## config.mk

```make
export PLATFORM = sky130hd
export DESIGN_NAME = dot_accum_half_precision
export DESIGN_NICKNAME = d
export VERILOG_FILES = /design/src/rtl/dot_accum_half_precision.sv
export SDC_FILE = /design/constraint.sdc
export NUM_CORES = 1
export LEC_CHECK = 0
export BUFFER_PORTS_ARGS = -buffer_cell sky130_fd_sc_hd__buf_2
export CORE_UTILIZATION = 50
export DETAILED_ROUTE_END_ITERATION = 16
export GPL_TIMING_DRIVEN = 0
export PLACE_DENSITY = 0.68
export SLEW_MARGIN = 15
export SYNTH_ARGS = -nofsm -noshare
export SYNTH_HDL_FRONTEND = slang
export SYNTH_SLANG_ARGS = --single-unit
```

## constraint.sdc

```tcl
create_clock -name i_Clk -period 13.2 [get_ports i_Clk]
set_input_delay 1.32 -clock i_Clk [delete_from_list [all_inputs] [get_ports i_Clk]]
set_output_delay 1.32 -clock i_Clk [all_outputs]
set_load 0.03 [all_outputs]
```

## src/rtl/dot_accum_half_precision.sv

```systemverilog
// Streaming FP16 dot-product accumulator: accept -> align -> add/normalize, result via valid/ready.
// Define DOT_ACCUM_RNE_EN for round-to-nearest-even; otherwise results are truncated.
module dot_accum_half_precision #(
   parameter int CNT_W = 8
) (
   input  logic             i_Clk,
   input  logic             i_Reset,
   input  logic [15:0]      i_Product,
   input  logic             i_Exception,
   input  logic             i_Valid,
   input  logic             i_Last,
   output logic             o_Ready,
   output logic [15:0]      o_Sum,
   output logic             o_Exception,
   output logic [CNT_W-1:0] o_Count,
   output logic             o_Valid,
   input  logic             i_Ready
);

   typedef enum logic [1:0] {S_ACCEPT, S_ALIGN, S_NORM, S_OUTPUT} state_t;

   state_t             r_state, w_state_next;
   logic [15:0]        r_term, r_acc;
   logic               r_last, r_exc;
   logic [CNT_W-1:0]   r_count;
   logic [13:0]        r_big_ext, r_small_ext;
   logic [4:0]         r_exp;
   logic               r_sign, r_sub;

   // Align: larger magnitude operand is the reference, smaller is shifted with guard/round/sticky.
   logic        w_term_big;
   logic [15:0] w_big, w_small;
   logic [4:0]  w_shift;
   logic [13:0] w_small_raw, w_small_ext, w_lost_mask;

   always_comb begin
      w_term_big  = r_term[14:0] > r_acc[14:0];
      w_big       = w_term_big ? r_term : r_acc;
      w_small     = w_term_big ? r_acc : r_term;
      w_shift     = w_big[14:10] - w_small[14:10];
      w_small_raw = {1'b1, w_small[9:0], 3'b000};
      w_lost_mask = ~(14'h3FFF << w_shift);
      w_small_ext = 14'd1;
      if (w_shift < 5'd14) begin
         w_small_ext    = w_small_raw >> w_shift;
         w_small_ext[0] = w_small_ext[0] | (|(w_small_raw & w_lost_mask));
      end
   end

   // Add/subtract, normalize, round, range check.
   logic [14:0]       w_sum;
   logic [3:0]        w_lzc;
   logic [13:0]       w_norm;
   logic signed [7:0] w_exp_n, w_exp_r;
   logic              w_round_up;
   logic [11:0]       w_mant_r;
   logic [9:0]        w_frac;
   logic [15:0]       w_result, w_acc_next;
   logic              w_range_exc, w_exc_next;

   always_comb begin
      w_sum = r_sub ? ({1'b0, r_big_ext} - {1'b0, r_small_ext})
                    : ({1'b0, r_big_ext} + {1'b0, r_small_ext});
      w_lzc = 4'd0;
      for (int i = 0; i < 14; i++) begin
         if (w_sum[i]) w_lzc = 4'(13 - i);
      end
      if (w_sum[14]) begin
         w_norm  = {w_sum[14:2], w_sum[1] | w_sum[0]};
         w_exp_n = $signed({3'b000, r_exp}) + 8'sd1;
      end else begin
         w_norm  = w_sum[13:0] << w_lzc;
         w_exp_n = $signed({3'b000, r_exp}) - $signed({4'b0000, w_lzc});
      end
`ifdef DOT_ACCUM_RNE_EN
      w_round_up = w_norm[2] & (w_norm[1] | w_norm[0] | w_norm[3]);
`else
      w_round_up = 1'b0;
`endif
      w_mant_r = {1'b0, w_norm[13:3]} + {11'd0, w_round_up};
      w_frac   = w_mant_r[11] ? w_mant_r[10:1] : w_mant_r[9:0];
      w_exp_r  = w_exp_n + (w_mant_r[11] ? 8'sd1 : 8'sd0);

      w_range_exc = 1'b0;
      if (w_norm == 14'd0) begin
         w_result = 16'h0000;
      end else if (w_exp_r > 8'sd31) begin
         w_result    = {r_sign, 15'h7FFF};
         w_range_exc = 1'b1;
      end else if (w_exp_r < 8'sd0) begin
         w_result    = {r_sign, 15'h0000};
         w_range_exc = 1'b1;
      end else begin
         w_result = {r_sign, w_exp_r[4:0], w_frac};
      end

      // Zero operands bypass the datapath: a zero term is a no-op, a zero accumulator takes the term.
      w_acc_next = w_result;
      w_exc_next = r_exc | w_range_exc;
      if (r_term[14:0] == 15'd0) begin
         w_acc_next = r_acc;
         w_exc_next = r_exc;
      end else if (r_acc[14:0] == 15'd0) begin
         w_acc_next = r_term;
         w_exc_next = r_exc;
      end
   end

   always_comb begin
      w_state_next = r_state;
      case (r_state)
         S_ACCEPT: if (i_Valid) w_state_next = S_ALIGN;
         S_ALIGN:  w_state_next = S_NORM;
         S_NORM:   w_state_next = r_last ? S_OUTPUT : S_ACCEPT;
         S_OUTPUT: if (i_Ready) w_state_next = S_ACCEPT;
         default:  w_state_next = S_ACCEPT;
      endcase
   end

   always_ff @(posedge i_Clk or posedge i_Reset) begin
      if (i_Reset) begin
         r_state     <= S_ACCEPT;
         r_term      <= '0;
         r_last      <= 1'b0;
         r_acc       <= '0;
         r_exc       <= 1'b0;
         r_count     <= '0;
         r_big_ext   <= '0;
         r_small_ext <= '0;
         r_exp       <= '0;
         r_sign      <= 1'b0;
         r_sub       <= 1'b0;
      end else begin
         r_state <= w_state_next;
         case (r_state)
            S_ACCEPT: if (i_Valid) begin
               r_term <= i_Product;
               r_last <= i_Last;
               r_exc  <= r_exc | i_Exception;
            end
            S_ALIGN: begin
               r_big_ext   <= {1'b1, w_big[9:0], 3'b000};
               r_small_ext <= w_small_ext;
               r_exp       <= w_big[14:10];
               r_sign      <= w_big[15];
               r_sub       <= w_big[15] ^ w_small[15];
            end
            S_NORM: begin
               r_acc   <= w_acc_next;
               r_exc   <= w_exc_next;
               r_count <= (&r_count) ? r_count : r_count + CNT_W'(1);
            end
            S_OUTPUT: if (i_Ready) begin
               r_acc   <= '0;
               r_exc   <= 1'b0;
               r_count <= '0;
            end
            default: ;
         endcase
      end
   end

   assign o_Ready     = (r_state == S_ACCEPT);
   assign o_Valid     = (r_state == S_OUTPUT);
   assign o_Sum       = r_acc;
   assign o_Exception = r_exc;
   assign o_Count     = r_count;

endmodule
```

==> results of run 1 <==
-- final timing paths --
check,startpoint,slack (ns),to,cells after the start
worst max-delay path,o_Sum[10],7.04,r_small_ext[0],21
worst min-delay path,r_big_ext[13],0.51,r_big_ext[13],1
worst max register to register,o_Sum[10],7.04,r_small_ext[0],21
worst min register to register,r_big_ext[13],0.51,r_big_ext[13],1
max in group asynchronous,i_Reset,11.70,r_small_ext[4],3
min in group asynchronous,i_Reset,0.94,r_term[8],2
-- per-stage QoR --
step / hold slack (ns) / instances / util, % / instance area [sq um] / worst slack [ns]
floorplan: 0.474 / 905 / - / 7370 / 8.28
global placement: 0.496 / 1137 / 54.2 / 7840 / 7.22
detailed placement: 0.508 / 1138 / 54.4 / 7870 / 7.30
CTS: 0.519 / 1153 / 56.3 / 8150 / 7.24
global route: 0.553 / 1153 / 56.3 / 8150 / 6.60
finish: 0.515 / 1153 / 56.3 / 8150 / 7.04
-- cell type report --
cell class / instances / area, sq um
inverters: 62 / 235
well taps: 184 / 230
clock inverters: 4 / 25.0
fillers: 1427 / 6330
repair buffers: 49 / 268
clock buffers: 11 / 253
multi-input cells: 718 / 5020
flip-flops and latches: 76 / 1900
plain buffers: 49 / 220
-- cells by family after synthesis --
logic type,share of synthesized area [%]
AO/OA/AOI/OAI,26.9
AND/OR/NAND/NOR,19.4
buffers and inverters,6.14
flip-flops,25.8
multiplexers,10.5
adder cells (fa/ha/maj),9.20
XOR/XNOR,2.12
-- state kept, by name, indices dropped and copies added (netlist names) --
| register | count |
|---|---|
| r_small_ext | 14 |
| r_term | 16 |
| r_last | 1 |
| o_Exception | 1 |
| o_Sum | 16 |
| r_big_ext | 11 |
| r_state | 2 |
| o_Count | 8 |
| r_sign | 1 |
| r_sub | 1 |
| r_exp | 5 |
-- synth_stat cells, drive strengths merged (9+ instances only) --
library cell | instances | area [sq um]
nor3 | 28 | 156
xnor2 | 11 | 104
a22oi | 21 | 163
o21ai | 54 | 282
o22ai | 17 | 113
clkbuf | 26 | 97.6
nand3 | 31 | 155
inv | 61 | 229
ha | 51 | 638
nand2 | 52 | 195
a21oi | 86 | 430
o211ai | 9 | 72.6
buf | 23 | 123
a31oi | 12 | 75.1
mux2 | 20 | 225
o31ai | 11 | 82.6
a211oi | 13 | 108
dfrtp | 76 | 1900
mux2i | 37 | 370
and3 | 11 | 73.8
nand4 | 13 | 81.3
nor2 | 100 | 375
-- layer usage --
metal	up-vias	wire length, um
li1	3483	-
met1	3547	10000
met2	375	10400
met3	67	1790
met4	0	930
met5	-	0
-- worst max-delay path, cell delays in order, from the launching register on --
cell	delay, ns
sky130_fd_sc_hd__dfrtp_1	0.44
sky130_fd_sc_hd__inv_1	0.12
sky130_fd_sc_hd__ha_1	0.29
sky130_fd_sc_hd__buf_2	0.23
sky130_fd_sc_hd__nand4_1	0.18
sky130_fd_sc_hd__nor2_1	0.12
sky130_fd_sc_hd__o21ai_1	0.24
sky130_fd_sc_hd__a21oi_1	0.32
sky130_fd_sc_hd__clkbuf_1	0.47
sky130_fd_sc_hd__clkbuf_1	0.44
sky130_fd_sc_hd__buf_1	0.46
sky130_fd_sc_hd__nor2_1	0.10
sky130_fd_sc_hd__nor2_1	0.11
sky130_fd_sc_hd__ha_1	0.31
sky130_fd_sc_hd__nor2_1	0.11
sky130_fd_sc_hd__a2111oi_0	0.67
sky130_fd_sc_hd__and3_1	0.24
sky130_fd_sc_hd__clkbuf_1	0.34
sky130_fd_sc_hd__a31oi_1	0.13
sky130_fd_sc_hd__a2111oi_0	0.41
sky130_fd_sc_hd__o31ai_1	0.18
sky130_fd_sc_hd__o2bb2ai_1	0.15
==> implementation parameters, run 1 <==
Parameter                              Value

Run status
  Result of the run    finished, final reports clean

CTS
  Inserted Clock Buffers    9
  Clock-pin slew on the worst setup and hold paths    0.06 ns
  Root cell of the clock tree    sky130_fd_sc_hd__clkbuf_16
  Clock latency reported for the late side of the worst-skew pair    0.34 ns
  Post-CTS sizing    0
  Num Clock Sinks    76
  Deepest clock path buffer count    2
  CTS tree    done
  Setup bufs post-CTS    0
  Number of hold-repair buffers added at the cts stage    0
  Level count of the clock H-tree    3

Global route
  Remaining global-route overflow    0
  First-pass GRT wire length    37.0 mm
  Total routing resource utilization after global routing    31.9%
  Largest net degree at the start of global routing    55
  Met3 layer usage reported by global route    5.90%
  Busiest layer in global routing    met2
  Global-route track usage on met2    50.3%
  Initial antenna violation count    0
  GR met1 Demand/Resource    42.1%
  Via count of the first global-routing pass    7077

Critical path
  Kind of end point of the critical path    register
  Arrival @ worst endpoint    6.39 ns
  Crit-path max FO    10
  Required time worst endpoint    13.43 ns
  Crit Path Category    reg2reg
  Startpoint class of the critical path    register

Timing
  Highest clock rate    162 MHz
  Max-slew violation total from the final report    0
  Number of hold violations in the final report    0
  Pin slew with the least headroom to its limit    0.791 ns
  Number of endpoints failing setup at the final stage    0
  Period utilisation layout    46.7%
  Unrepaired setup endpoints after global routing    no
  Post-Route Skew    0.00606 ns
  Fin crit period    6.16 ns
  Fin Setup TNS    0 ns
  Max_slew headroom    45.9%

Cells and area
  Layout-stage area growth over the synthesis result    10.6%
  Final #Nets    1040
  Most frequent cells in the layout    sky130_fd_sc_hd__nor2_1, sky130_fd_sc_hd__a21oi_1, sky130_fd_sc_hd__dfrtp_1, sky130_fd_sc_hd__buf_2, sky130_fd_sc_hd__inv_1
  Leading cell type in the layout, fill and taps excluded    sky130_fd_sc_hd__nor2_1
  Antenna diode count    0
  Layout cell share with drive strength beyond 1    14.0%

Synthesis
  Instance count of the mapped netlist    905
  Total nets after synthesis    980
  Distinct cells, synth    94
  Flop and latch count out of synthesis    76
  Post-synth EDFFs    0
  Async S/R FF share, synth    100%
  Avg Cell Area, Syn    8.15 sq um
  Fraction of the yosys area taken by sequential cells    25.8%
  Post-synth top flop    sky130_fd_sc_hd__dfrtp_1
  Yosys warning count    0
  Combined area of all synthesized cells    7370 sq um

Floorplan
  Top-Level Pins    49
  Die Y    123 um
  Area of the die    15200 sq um
  Standard-cell row count    44
  Placeable core region    14500 sq um
  Initial standard-cell utilization of the core    50.9%
  Die X    123 um

Placement
  Number of I/O port buffers    48
  GPL Wtd Cong    0.953
  Detailed-placement wirelength estimate    17.8 mm

Drt
  Average via count per standard cell    6.48
  DRC Markers    0
  Total Routed Length    23.2 mm
  Number of vias in the routed layout    7472
  Final antenna-violating net count    0
  Drt pass-1 iters    6
  First DRT Iteration DRCs    782
  Wire length per cell after detailed routing    20.1 um

Worst hold path
  Classification of the worst-slack hold path    reg2reg

Job
  Number of max-cap violations    0
Power of run 1 is not shown: default switching activity piles up to over one toggle a cycle in this logic, so the estimate is an artifact.
==> run 2, diff against run 1 <==
PLACE_DENSITY = 0.7   (was 0.68)
clock period = 5.5 ns   (was 13.2 ns; I/O delays follow)
==> run 2 against run 1 <==
Compared with the run above: die area is the same; global-route usage is 0.16 points lower; largest cell class unchanged; clock-buffer cell count up 1.
==> implementation parameters, run 2 (synthesized netlist as in run 1, its figures left out) <==
Parameter                              Value

Timing
  Number of endpoints failing setup at the final stage    0
  Period utilisation layout    93.8%
  Max-slew violation total from the final report    0
  Fin crit period    5.16 ns
  Post-route setup slack    0.342 ns
  Post-Route Skew    0.00844 ns
  Unrepaired setup endpoints after global routing    no
  Number of hold violations in the final report    0
  Highest clock rate    194 MHz
  Max_slew headroom    50.1%
  Pin slew with the least headroom to its limit    0.730 ns

Drt
  Average via count per standard cell    6.46
  Wire length per cell after detailed routing    20.0 um
  First DRT Iteration DRCs    705
  Final antenna-violating net count    0
  DRC Markers    0
  Total Routed Length    23.2 mm
  Drt pass-1 iters    5
  Number of vias in the routed layout    7475

Cells and area
  Leading cell type in the layout, fill and taps excluded    sky130_fd_sc_hd__nor2_1
  Antenna diode count    0
  Most frequent cells in the layout    sky130_fd_sc_hd__nor2_1, sky130_fd_sc_hd__a21oi_1, sky130_fd_sc_hd__dfrtp_1, sky130_fd_sc_hd__buf_2, sky130_fd_sc_hd__inv_1
  Final #Nets    1043
  Layout-stage area growth over the synthesis result    11.9%
  Layout cell share with drive strength beyond 1    15.5%

Critical path
  Kind of end point of the critical path    register
  Required time worst endpoint    5.73 ns
  Crit Path Category    reg2reg
  Startpoint class of the critical path    register
  List of cells traversed by the critical path    ha_1 > inv_1 > fa_1 > or2_0 > a221oi_2 > o311a_1 > o22ai_1 > or3_4 > and2_4 > nor3_4 > buf_4 > inv_1 > ha_1 > a21oi_1 > o21ai_0 > and2_1 > nor3_4 > nor2_2 > and4_1 > a21o_1 > a221oi_2 > o21ai_1
  Buf/Inv on CP    3
  Family of cells with the greatest summed delay on the critical path    simple AND/OR/NAND/NOR gates
  Crit-path max FO    10
  Arrival @ worst endpoint    5.39 ns
  Delay contributed by the slowest stage of the critical path    0.44 ns
  Master of the slowest instance on the critical path    sky130_fd_sc_hd__fa_1

CTS
  Num Clock Sinks    76
  Level count of the clock H-tree    3
  Clock latency reported for the late side of the worst-skew pair    0.34 ns
  CTS tree    done
  Clock-pin slew on the worst setup and hold paths    0.06 ns
  Inserted Clock Buffers    9
  Number of hold-repair buffers added at the cts stage    0
  Deepest clock path buffer count    2
  Root cell of the clock tree    sky130_fd_sc_hd__clkbuf_16

Floorplan
  Die Y    123 um
  Die X    123 um
  Top-Level Pins    49
  Standard-cell row count    44
  Placeable core region    14500 sq um
  Area of the die    15200 sq um
  Initial standard-cell utilization of the core    50.9%

Placement
  Post-placement worst setup slack    -0.392 ns
  Number of I/O port buffers    48
  Detailed-placement wirelength estimate    17.7 mm
  GPL Wtd Cong    0.958

Global route
  Via count of the first global-routing pass    7258
  Total routing resource utilization after global routing    31.8%
  First-pass GRT wire length    37.0 mm
  Initial antenna violation count    0
  Largest net degree at the start of global routing    62
  Remaining global-route overflow    0

Worst hold path
  Classification of the worst-slack hold path    in2async

Job
  Number of max-cap violations    0

Run status
  Result of the run    finished, final reports clean
run 2: path summary, 6_finish.rpt:
path,from,to,slack (ns),depth (start not counted)
setup / recovery,r_big_ext[3],o_Sum[6],0.34,22
hold / removal,i_Reset,r_term[4],0.13,2
setup reg to reg,r_big_ext[3],o_Sum[6],0.34,22
hold reg to reg,r_big_ext[13],r_big_ext[13],0.51,1
max in group asynchronous,i_Reset,r_small_ext[8],4.81,3
min in group i_Clk,i_Product[15],r_term[15],0.43,2
run 2: final cells by class:
cell class                 count  area, sq um
buffer                        46          218
clock buffer                  12          246
clock inverter                 4         25.0
fill                        1368         6230
inverter                      62          235
multi-input combinational    718         5080
sequential                    76         1900
tap                          184          230
timing repair buffer          55          313
run 2: timing repair:
| item | CTS | global route |
|---|---|---|
| endpoints found under the setup margin | 23 | 23 |
| pin swaps | 1 | 3 |
| gates resized for setup | 5 | 15 |
| setup buffers | 1 | 5 |
run 2: routing by layer:
| metal | wire length [um] | up-vias | track usage (%) |
|---|---|---|---|
| li1 | - | 3501 | - |
| met1 | 9950 | 3542 | 41.4 |
| met2 | 10600 | 352 | 51.4 |
| met3 | 1760 | 80 | 6.04 |
| met4 | 838 | 0 | 13.6 |
| met5 | 0 | - | 0 |
run 2: stage by stage:
step	setup TNS (ns)	cells	area, sq um	utilization (%)	hold WS [ns]
2_1_floorplan	0	905	7370	-	0.474
3_3_place_gp	-4.89	1137	7840	54.2	0.494
3_5_place_dp	-4.51	1138	7870	54.4	0.493
4_1_cts	0	1154	8160	56.4	0.128
5_1_grt	0	1157	8250	57.0	0.137
6_report	0	1157	8250	57.0	0.127
run 2: worst reg2reg max path, stage by stage, from the launching register on:
cell	delay (ns)
sky130_fd_sc_hd__dfrtp_1	0.39
sky130_fd_sc_hd__ha_1	0.18
sky130_fd_sc_hd__inv_1	0.05
sky130_fd_sc_hd__fa_1	0.44
sky130_fd_sc_hd__or2_0	0.26
sky130_fd_sc_hd__a221oi_2	0.31
sky130_fd_sc_hd__o311a_1	0.22
sky130_fd_sc_hd__o22ai_1	0.09
sky130_fd_sc_hd__or3_4	0.43
sky130_fd_sc_hd__and2_4	0.21
sky130_fd_sc_hd__nor3_4	0.17
sky130_fd_sc_hd__buf_4	0.23
sky130_fd_sc_hd__inv_1	0.14
sky130_fd_sc_hd__ha_1	0.33
sky130_fd_sc_hd__a21oi_1	0.13
sky130_fd_sc_hd__o21ai_0	0.12
sky130_fd_sc_hd__and2_1	0.22
sky130_fd_sc_hd__nor3_4	0.19
sky130_fd_sc_hd__nor2_2	0.10
sky130_fd_sc_hd__and4_1	0.29
sky130_fd_sc_hd__a21o_1	0.21
sky130_fd_sc_hd__a221oi_2	0.25
sky130_fd_sc_hd__o21ai_1	0.09
Power of run 2 is left out for the same reason.
